<file path="config.mk">
export PLATFORM = sky130hd
export DESIGN_NAME = miter_monitor
export DESIGN_NICKNAME = d
export VERILOG_FILES = /design/src/rtl/miter_monitor.sv
export SDC_FILE = /design/constraint.sdc
export NUM_CORES = 1
export LEC_CHECK = 0
export BUFFER_PORTS_ARGS = -buffer_cell sky130_fd_sc_hd__buf_2
export CORE_UTILIZATION = 35
export DETAILED_ROUTE_END_ITERATION = 6
export PLACE_DENSITY = 0.63
export SYNTH_ARGS = -nofsm -noshare
export SYNTH_HDL_FRONTEND = slang
export SYNTH_SLANG_ARGS = --single-unit
export TNS_END_PERCENT = 5
</file>
<file path="constraint.sdc">
create_clock -name clk -period 5.15 [get_ports clk]
set_input_delay 1.03 -clock clk [delete_from_list [all_inputs] [get_ports clk]]
set_output_delay 1.03 -clock clk [all_outputs]
set_load 0.005 [all_outputs]
</file>
<file path="src/rtl/miter_monitor.sv">
// Equivalence miter monitor: compares two circuit outputs over a programmed run.
// Optional first-mismatch history buffer enabled by defining MITER_HIST_EN.
module miter_monitor #(
    parameter int CNT_W      = 16,
    parameter int HIST_DEPTH = 8
) (
    input  logic                          clk,
    input  logic                          rst_n,
    input  logic                          start,
    input  logic                          stop_on_fail,
    input  logic [CNT_W-1:0]              n_cycles,
    input  logic [3:0]                    vec,
    input  logic                          f1,
    input  logic                          f2,
    output logic                          busy,
    output logic                          done,
    output logic                          fail,
    output logic [CNT_W-1:0]              cycle_cnt,
    output logic [CNT_W-1:0]              mismatch_cnt,
    output logic [CNT_W-1:0]              first_fail_cycle,
    output logic [3:0]                    first_fail_vec,
    input  logic [$clog2(HIST_DEPTH)-1:0] hist_idx,
    output logic [5:0]                    hist_data
);

    typedef enum logic [1:0] {
        IDLE,
        RUN,
        DONE
    } state_t;

    state_t           state;
    state_t           state_nx;
    logic [CNT_W-1:0] n_lat;
    logic             sof_lat;
    logic             mism;
    logic             launch;
    logic             last;

    assign mism   = f1 ^ f2;
    assign launch = (state != RUN) && start;
    assign last   = (cycle_cnt == n_lat - CNT_W'(1)) || (mism && sof_lat);
    assign busy   = (state == RUN);
    assign done   = (state == DONE);

    always_ff @(posedge clk or negedge rst_n) begin
        if (!rst_n) begin
            state <= IDLE;
        end else begin
            state <= state_nx;
        end
    end

    always_comb begin
        state_nx = state;
        case (state)
            IDLE, DONE: begin
                if (start) begin
                    state_nx = (n_cycles == '0) ? DONE : RUN;
                end
            end
            RUN: begin
                if (last) begin
                    state_nx = DONE;
                end
            end
            default: state_nx = IDLE;
        endcase
    end

    always_ff @(posedge clk or negedge rst_n) begin
        if (!rst_n) begin
            n_lat            <= '0;
            sof_lat          <= 1'b0;
            fail             <= 1'b0;
            cycle_cnt        <= '0;
            mismatch_cnt     <= '0;
            first_fail_cycle <= '0;
            first_fail_vec   <= '0;
        end else if (launch) begin
            n_lat            <= n_cycles;
            sof_lat          <= stop_on_fail;
            fail             <= 1'b0;
            cycle_cnt        <= '0;
            mismatch_cnt     <= '0;
            first_fail_cycle <= '0;
            first_fail_vec   <= '0;
        end else if (state == RUN) begin
            cycle_cnt <= cycle_cnt + CNT_W'(1);
            if (mism) begin
                fail <= 1'b1;
                if (mismatch_cnt != '1) begin
                    mismatch_cnt <= mismatch_cnt + CNT_W'(1);
                end
                // Only the first divergence of a run is captured
                if (!fail) begin
                    first_fail_cycle <= cycle_cnt;
                    first_fail_vec   <= vec;
                end
            end
        end
    end

`ifdef MITER_HIST_EN
    logic [5:0] hist [HIST_DEPTH];

    always_ff @(posedge clk or negedge rst_n) begin
        if (!rst_n) begin
            for (int i = 0; i < HIST_DEPTH; i++) begin
                hist[i] <= '0;
            end
        end else if (launch) begin
            for (int i = 0; i < HIST_DEPTH; i++) begin
                hist[i] <= '0;
            end
        end else if (state == RUN && !fail) begin
            // Freezing on fail leaves the first mismatch at entry 0
            hist[0] <= {vec, f1, f2};
            for (int i = 1; i < HIST_DEPTH; i++) begin
                hist[i] <= hist[i-1];
            end
        end
    end

    assign hist_data = hist[hist_idx];
`else
    logic unused_hist;

    assign unused_hist = ^hist_idx;
    assign hist_data   = '0;
`endif

endmodule

</file>
==> results of run 1 <==
==> cells in the mapped netlist (2+ instances only) <==
| master | count |
|---|---|
| inv_1 | 5 |
| a21oi_1 | 7 |
| dfrtp_1 | 72 |
| nor4_1 | 7 |
| nand2_1 | 109 |
| buf_4 | 6 |
| nand2b_1 | 2 |
| o211ai_1 | 2 |
| a211oi_1 | 2 |
| ha_1 | 3 |
| and3b_1 | 3 |
| mux2i_1 | 11 |
| or4_1 | 3 |
| nor2_1 | 27 |
| nand4_1 | 10 |
| nor2b_1 | 3 |
| nor3b_1 | 2 |
| or3_1 | 3 |
| nand3_1 | 17 |
| nor3_1 | 8 |
| xor2_1 | 12 |
| and2_1 | 2 |
| xnor2_1 | 18 |
| and3_1 | 8 |
| nand3b_1 | 2 |
| o21ai_0 | 32 |
| o31ai_1 | 2 |
| clkbuf_1 | 17 |
==> final cells by class <==
cell class	count	area, sq um	share of cell area, %
Multi-Input combinational cell	325	1840	41.1
Timing Repair Buffer	83	423	9.45
Tap cell	136	170	3.80
Inverter	6	22.5	0.503
Clock buffer	9	124	2.77
Sequential cell	72	1800	40.3
Clock inverter	7	93.8	2.10
==> report_power, final <==
group	internal (uW)	total, uW	switching [uW]
Combinational	275	672	397
Sequential	683	849	166
Clock	273	496	223
==> flip-flops by register name, indices dropped and copies added, names as in the netlist <==
name              cells
state                 2
cycle_cnt            16
n_lat                16
mismatch_cnt         16
first_fail_vec        4
fail                  1
first_fail_cycle     16
sof_lat               1
==> routing by layer <==
layer	share of wire, %	wire length [um]	vias up	global-route usage, %
li1	-	-	1601	-
met1	50	4540	1493	25.2
met2	44	3980	92	23.6
met3	5.0	449	6	3.59
met4	0.74	67	0	5.65
met5	0	0	-	0
==> cell families after synthesis <==
| logic type | Yosys count |
|---|---|
| simple gates | 213 |
| flops | 72 |
| compound gates | 61 |
| buf+inv | 32 |
| xor+xnor | 30 |
| mux | 12 |
| fa+ha+maj | 3 |
| other cells | 1 |
==> through the flow <==
step	instance area, sq um	hold WS (ps)	utilization (%)
floorplan	3790	446	-
global placement	4260	457	41.0
detailed placement	4260	467	41.0
CTS	4470	485	43.1
global route	4470	511	43.1
finish	4470	479	43.1
==> path summary, 6_finish.rpt <==
path                                  endpoint  cells past startpoint              start  slack, ps
setup reg to reg                      state[0]                      8           n_lat[0]       2410
hold / removal               first_fail_vec[2]                      2  first_fail_vec[2]        480
setup / recovery                      state[0]                      8           n_lat[0]       2410
hold reg to reg              first_fail_vec[2]                      2  first_fail_vec[2]        480
min in group asynchronous  first_fail_cycle[2]                      1              rst_n        790
max in group asynchronous             n_lat[3]                      2              rst_n       3390
==> critical path, delay by kind of cell, from the launching register on <==
kind,cells,cell delay [ps]
AND/OR/NAND/NOR,2,670
adder cells (fa/ha/maj),1,260
buffers and inverters,1,100
AO/OA/AOI/OAI,4,1140
flip-flops,1,450
==> flow_summary.toml, run 1 <==
[critical_path]
max_stage_delay_ps = 530
critical_path_class = "flip-flop to flip-flop"
crit_path_max_fanout = 6
critPathArrivalTime_ps = 2950
end_kind = "flip-flop"
crit_required_ps = 5360
start_kind = "flip-flop"
cpMaxStageDelayCell = "a2111oi_2"
crit_path_cell_trace = "inv_1 -> ha_1 -> nor4b_1 -> nand3_1 -> o31ai_1 -> o2111ai_1 -> a2111oi_2 -> a2bb2oi_1"

[sta]
rsz0062_at_grt = "no"
tightest_slew_ps = 1070
period_needed_ps = 2740
setup_ws_ps = 2410
setup_viol_count_final = 0
slew_violations = 0
skew_ps = 8.70
fmaxAchievable_ghz = 0.365
slew_headroom_pct = 28.3
finalCritPeriodShare_pct = 53.2
hold_viol_final = 0
fin_setup_tns_ps = 0

[clock_network]
cts_tree = "built"
worstSkewPairLatency_ps = 350
cts_max_path_buffers = 2
cts.htree.levels = 3
cts.repair.resized = 0
cts_setup_buffers = 0
clock_sinks = 72
cts_buffers = 9
holdBufCountCts = 0
clk_pin_slew_ps = 80
root_buffer = "clkbuf_8"

[power_and_ir_drop]
ir_worst_vdd_mv = 0.211
power_per_cell_area_nw_per_um2 = 451
total_leakage_power_uw = 0.00216
total_power_uw = 2020

[global_routing]
track_usage_pct = 16.8
grt-ovfl-total = 0
antenna_found_initial = 0
grt_pass1_wl_um = 14800
grt_pass1_vias = 2844
grt_max_degree = 42

[route]
wl_per_cell_um = 14.2
routed-via-count = 3192
drtAntennaViolNets = 0
first_pass_iters = 4
avgViaCountPerCell = 5.00
drt_iter0_drc = 204
wl_um = 9030
drc_errors = 0

[place]
io_buffers = 80
pre_cts_slack_ps = 2270
place.gp.congestion = 0.816
hpwl_um = 6430
dp_cells = 622

[finish]
fin_cells = 638
final_cell_mix = "nand2_1, buf_2, dfrtp_1"
layout_commonest_cell = "nand2_1"
fill_cells = 1020
drive_gt1_share_pct = 21.3
finalNetCount = 529
layout-area-overhead-vs-synth_pct = 18.6
diodes = 0

[synthesis]
synth-edff-count = 0
synthSimpleGateAreaFrac_pct = 26.7
synthAdderAreaFrac_pct = 0.995
syn-instance-count = 424
synth_compound_area_share_pct = 10.2
ys_ff_latch = 72
seq_area_frac_synth_pct = 47.8
netlist-cell-type-count = 57
synth_warnings = 0
synth_xor_area_share_pct = 6.97
synthMuxAreaShare_pct = 3.22
synth_top_family_by_area = "simple AND/OR/NAND/NOR gates"
async_flop_share_pct = 100
netlist_area_sq_um = 3770
yosys-top-cells-area = "dfrtp_1, nand2_1, o21ai_0"
synth_top_cell_by_area = "dfrtp_1"
syn_avg_cell_area_sq_um = 8.89
synth_top_cell_area_share_pct = 47.8
synth_flop_cell = "dfrtp_1"

[floorplan]
initial_utilization_pct = 36.4
pin_count = 90
dieArea_sq_um = 11200
die_y_um = 106
die_x_um = 106
coreArea_sq_um = 10400
num_rows = 37

[hold_path]
holdCritPathClass = "flip-flop to flip-flop"

[run_status]
status = "finished, final reports clean"

[job]
cap_violations = 0
(Power assumes the default switching activity.)
==> run 2: changes to the inputs <==
ABC_AREA = 1   (was not set)
clock period = 2.65 ns   (was 5.15 ns; I/O delays follow)
==> run 2 against run 1 <==
  * Clock-buffer cell count unchanged
  * Synthesized cell count increased by 28%
  * Global-route usage increased by 0.84 points
  * Clock power increased to 2.6 times the previous value
  * Non-clock buffer count increased by 1
  * Highest routed layer unchanged
==> flow_summary.toml, run 2 <==
[floorplan]
die_y_um = 110
dieArea_sq_um = 12200
num_rows = 39
pin_count = 90
initial_utilization_pct = 36.0
die_x_um = 110
coreArea_sq_um = 11400

[clock_network]
clock_sinks = 72
worstSkewPairLatency_ps = 340
cts_max_path_buffers = 2
clk_pin_slew_ps = 60
cts.htree.levels = 3
cts_tree = "built"
holdBufCountCts = 0
cts.repair.resized = 0
cts_buffers = 9
cts_setup_buffers = 0
root_buffer = "clkbuf_16"

[critical_path]
crit_end = "first_fail_vec[3]"
r2r_setup_slack_ps = 640
crit_buf_inv = 3
reg2reg_to = "first_fail_vec[3]"
crit_top_cell = "nor2_8"
end_kind = "flip-flop"
crit_required_ps = 2860
cpMaxStageDelayCell = "dfrtp_1"
start_kind = "flip-flop"
crit_path_cell_trace = "inv_2 -> nor2_8 -> nor2_8 -> inv_6 -> nand2_1 -> nand2_2 -> buf_4 -> o21ai_0"
crit_family = "simple AND/OR/NAND/NOR gates"
crit_start = "state[0]"
max_stage_delay_ps = 400
crit_path_max_fanout = 37
critical_path_class = "flip-flop to flip-flop"
r2r-start = "state[0]"
rr_worst_depth = 8
crit_cells = 8
critPathArrivalTime_ps = 2220

[place]
placed_cell_area_sq_um = 4640
place.gp.congestion = 0.888
hpwl_um = 7510
dp_cells = 755
io_buffers = 80

[synthesis]
synth_top_cell_by_area = "dfrtp_1"
netlist-cell-type-count = 47
seq_area_frac_synth_pct = 43.8
yosysMostFrequentCell = "nand2_1"
synthMuxAreaShare_pct = 0.487
syn_avg_cell_area_sq_um = 7.59
synth_warnings = 0
async_flop_share_pct = 100
synth-edff-count = 0
synth_top_cell_area_share_pct = 43.8
synth_compound_area_share_pct = 9.70
synth_xor_area_share_pct = 3.19
synthSimpleGateAreaFrac_pct = 33.3
synth_flop_cell = "dfrtp_1"
syn-instance-count = 542
synth_top_family_by_area = "simple AND/OR/NAND/NOR gates"
netlist_area_sq_um = 4110
ys_ff_latch = 72
yosys-top-cells-count = "nand2_1, dfrtp_1, nor2_1, inv_1, o21ai_0"
synthAdderAreaFrac_pct = 0.913
yosys-top-cells-area = "dfrtp_1, nand2_1, nor2_1"

[global_routing]
grt_max_degree = 73
antenna_found_initial = 0
track_usage_pct = 17.6
grt_pass1_wl_um = 17300
grt-ovfl-total = 0
grt_pass1_vias = 3619

[finish]
layout-area-overhead-vs-synth_pct = 20.7
ff_latch_area_sq_um = 1800
final_cell_mix = "nand2_1, buf_2, dfrtp_1"
final_util_pct = 43.5
fin_cells = 771
diodes = 0
layout_commonest_cell = "nand2_1"
fill_cells = 1221
drive_gt1_share_pct = 20.7
multi_input_area_sq_um = 1980
finalInstanceArea_sq_um = 4960
finalNetCount = 655

[route]
drt_iter0_drc = 237
avgViaCountPerCell = 4.73
wl_um = 10100
wl_per_cell_um = 13.1
drtAntennaViolNets = 0
drc_errors = 0
first_pass_iters = 4
routed-via-count = 3645

[power_and_ir_drop]
p_int_uw = 2720
p_sw_uw = 1760
total_leakage_power_uw = 0.00252
swShare_pct = 39.3
ir_worst_vdd_mv = 0.376
power_per_cell_area_nw_per_um2 = 901
combPwrFrac_pct = 35.7
seqPwrFrac_pct = 35.2
power_frac_clock_pct = 29.1

[run_status]
status = "finished, final reports clean"

[sta]
setup_viol_count_final = 0
slew_violations = 0
skew_ps = 5.71
fmaxAchievable_ghz = 0.498
hold_viol_final = 0
finalCritPeriodShare_pct = 75.7
period_needed_ps = 2010
hold_ws_ps = 214
fin_setup_tns_ps = 0
rsz0062_at_grt = "no"

[job]
cap_violations = 0

[hold_path]
holdCritPathClass = "input pin to async pin"
## run 2: metal layers
| metal | up-vias | GRT usage (%) | share of wire [%] |
|---|---|---|---|
| li1 | 1875 | - | - |
| met1 | 1678 | 22.7 | 47 |
| met2 | 82 | 29.1 | 48 |
| met3 | 10 | 2.58 | 4.1 |
| met4 | 0 | 8.18 | 1.3 |
| met5 | - | 0 | 0 |
## run 2: logic make-up after synthesis
family          count (synthesis)
simple gates                  299
buf+inv                        81
flops                          72
compound gates                 69
xor+xnor                       15
fa+ha+maj                       3
mux                             2
other cells                     1
## run 2: worst min-delay path by stage
stage / start / endpoint / slack [ps] / cells past startpoint
6_report: rst_n / mismatch_cnt[12] / 210 / 2
5_1_grt: rst_n / mismatch_cnt[12] / 250 / 2
4_1_cts: rst_n / mismatch_cnt[12] / 230 / 2
3_5_place_dp: first_fail_cycle[13] / first_fail_cycle[13] / 470 / 2
3_3_place_gp: first_fail_vec[1] / first_fail_vec[1] / 460 / 2
2_1_floorplan: rst_n / cycle_cnt[0] / 230 / 0
## run 2: final cells by class
type / count / share of cell area (%)
sequential: 72 / 36.3
timing repair buffer: 84 / 8.92
clock buffer: 9 / 4.54
inverter: 62 / 4.79
tap: 143 / 3.60
multi-input combinational: 394 / 39.9
clock inverter: 7 / 1.94
## run 2: metrics by stage
step           setup slack (ps)  total power [uW]
5_1_grt                     467              4850
2_1_floorplan              1050              2760
6_report                    644              4470
4_1_cts                     610              4530
3_3_place_gp                562              3160
3_5_place_dp                485              3210
## run 2: worst register-to-register path, delay by kind of cell, from the launching register on
family          cells  cell delay (ps)
compound gates      1               90
flops               1              400
buf+inv             3              590
simple gates        4              820
## run 2: power groups by stage
stage               combinational [uW]  clock, uW  sequential (uW)
global route                      1850       1380             1620
global placement                  1570          0             1580
CTS                               1620       1340             1580
floorplan                         1210          0             1550
detailed placement                1610          0             1600
finish                            1600       1300             1570
==> run 3: changes to the inputs <==
clock period = 2 ns   (was 2.65 ns; I/O delays follow)
==> run 3 against run 2 <==
  * Clock power is 18% higher
  * Combinational power is 44% higher
  * Sequential share of layout area is 0.51 points lower
  * Critical endpoint is now state[0]
  * Largest power group unchanged
  * Highest routed layer unchanged
==> flow_summary.toml, run 3 (same netlist as run 2, synthesis figures left out) <==
[run_status]
status = "finished, final reports clean"

[critical_path]
critical_path_class = "flip-flop to flip-flop"
critPathArrivalTime_ps = 2080
crit_required_ps = 2210
max_stage_delay_ps = 380
crit_path_cell_trace = "inv_1 -> ha_4 -> nand3_2 -> inv_1 -> nand2_1 -> nand2_1 -> nand2_1 -> nor2_1 -> nand2_1 -> nor2_1 -> nand4_1 -> nand2_1 -> o31ai_1"
start_kind = "flip-flop"
reg2reg_to = "state[0]"
r2r_setup_slack_ps = 130
crit_top_cell = "nand2_1"
r2r-start = "n_lat[0]"
cpMaxStageDelayCell = "dfrtp_1"
crit_path_max_fanout = 5
end_kind = "flip-flop"
rr_worst_depth = 13

[clock_network]
worstSkewPairLatency_ps = 330
cts.htree.levels = 3
cts_max_path_buffers = 2
clock_sinks = 72
cts.repair.resized = 0
holdBufCountCts = 0
clk_pin_slew_ps = 60
cts_tree = "built"
root_buffer = "clkbuf_16"
cts_buffers = 9
cts_setup_buffers = 0

[floorplan]
die_y_um = 110
dieArea_sq_um = 12200
pin_count = 90
die_x_um = 110
coreArea_sq_um = 11400
num_rows = 39
initial_utilization_pct = 36.0

[sta]
fin_setup_tns_ps = 0
slew_headroom_pct = 62.4
setup_viol_count_final = 0
finalCritPeriodShare_pct = 93.6
skew_ps = 5.19
setup_ws_ps = 127
period_needed_ps = 1870
fmaxAchievable_ghz = 0.534
tightest_slew_ps = 563
slew_violations = 0
rsz0062_at_grt = "no"
hold_viol_final = 0

[power_and_ir_drop]
power_per_cell_area_nw_per_um2 = 1180
p_sw_uw = 2380
combPwrFrac_pct = 38.8
seqPwrFrac_pct = 35.2
swShare_pct = 40.0
total_leakage_power_uw = 0.00255
power_frac_clock_pct = 25.9
ir_worst_vdd_mv = 0.560
p_int_uw = 3570

[global_routing]
grt_pass1_wl_um = 17500
track_usage_pct = 17.8
grt-ovfl-total = 0
antenna_found_initial = 0
grt_pass1_vias = 3659
grt_max_degree = 38

[finish]
layout_commonest_cell = "nand2_1"
final_cell_mix = "nand2_1, buf_2, dfrtp_1"
drive_gt1_share_pct = 22.0
finalInstanceArea_sq_um = 5030
layout-area-overhead-vs-synth_pct = 22.4
finalNetCount = 660
fin_cells = 776
fill_cells = 1192
diodes = 0
final_util_pct = 44.1

[route]
drt_iter0_drc = 231
avgViaCountPerCell = 4.66
first_pass_iters = 4
wl_um = 10200
wl_per_cell_um = 13.1
drc_errors = 0
routed-via-count = 3618
drtAntennaViolNets = 0

[place]
hpwl_um = 7830
io_buffers = 80
pre_cts_slack_ps = 81.8
dp_cells = 760
placed_cell_area_sq_um = 4700
place.gp.congestion = 0.882

[job]
cap_violations = 0

[hold_path]
holdCritPathClass = "input pin to async pin"
[run 3: power groups by stage]
stage	combinational (uW)	clock (uW)	sequential [uW]
floorplan	1600	0	2060
global placement	2190	0	2110
detailed placement	2220	0	2120
CTS	2240	1580	2100
global route	2670	1630	2150
finish	2310	1540	2100
[run 3: stage by stage]
stage               total power, uW  hold WS, ps
floorplan                      3660          104
global placement               4290          420
CTS                            5910         63.7
finish                         5950         52.8
global route                   6450         85.6
detailed placement             4340          422
[run 3: layout make-up]
cell class	count	area, sq um	share of cell area, %
Timing Repair Buffer	89	505	10.0
Sequential cell	72	1800	35.8
Clock inverter	2	12.5	0.249
Clock buffer	14	274	5.44
Inverter	62	238	4.72
Tap cell	143	179	3.55
Multi-Input combinational cell	394	2020	40.2
[run 3: worst max-delay path by stage]
stage	from	end	slack [ps]	cells after the start
global route	n_lat[0]	state[1]	10	14
detailed placement	n_lat[0]	state[0]	80	13
CTS	n_lat[0]	state[0]	60	13
finish	n_lat[0]	state[0]	130	13
global placement	n_lat[0]	state[0]	110	13
floorplan	n_lat[0]	state[0]	400	13
[run 3: per-layer routing]
| metal | wire (um) | track usage, % | vias up |
|---|---|---|---|
| li1 | - | - | 1893 |
| met1 | 4940 | 23.4 | 1646 |
| met2 | 4810 | 29.4 | 73 |
| met3 | 380 | 4.17 | 6 |
| met4 | 78 | 4.98 | 0 |
| met5 | 0 | 0 | - |
[run 3: critical path: cells and delay by family, from the launching register on]
family / cells / cell delay, ps
and+or+nand+nor: 9 / 890
AOI/OAI and AO/OA: 1 / 70
adders and majority gates: 1 / 170
DFF: 1 / 380
buffers and inverters: 2 / 220
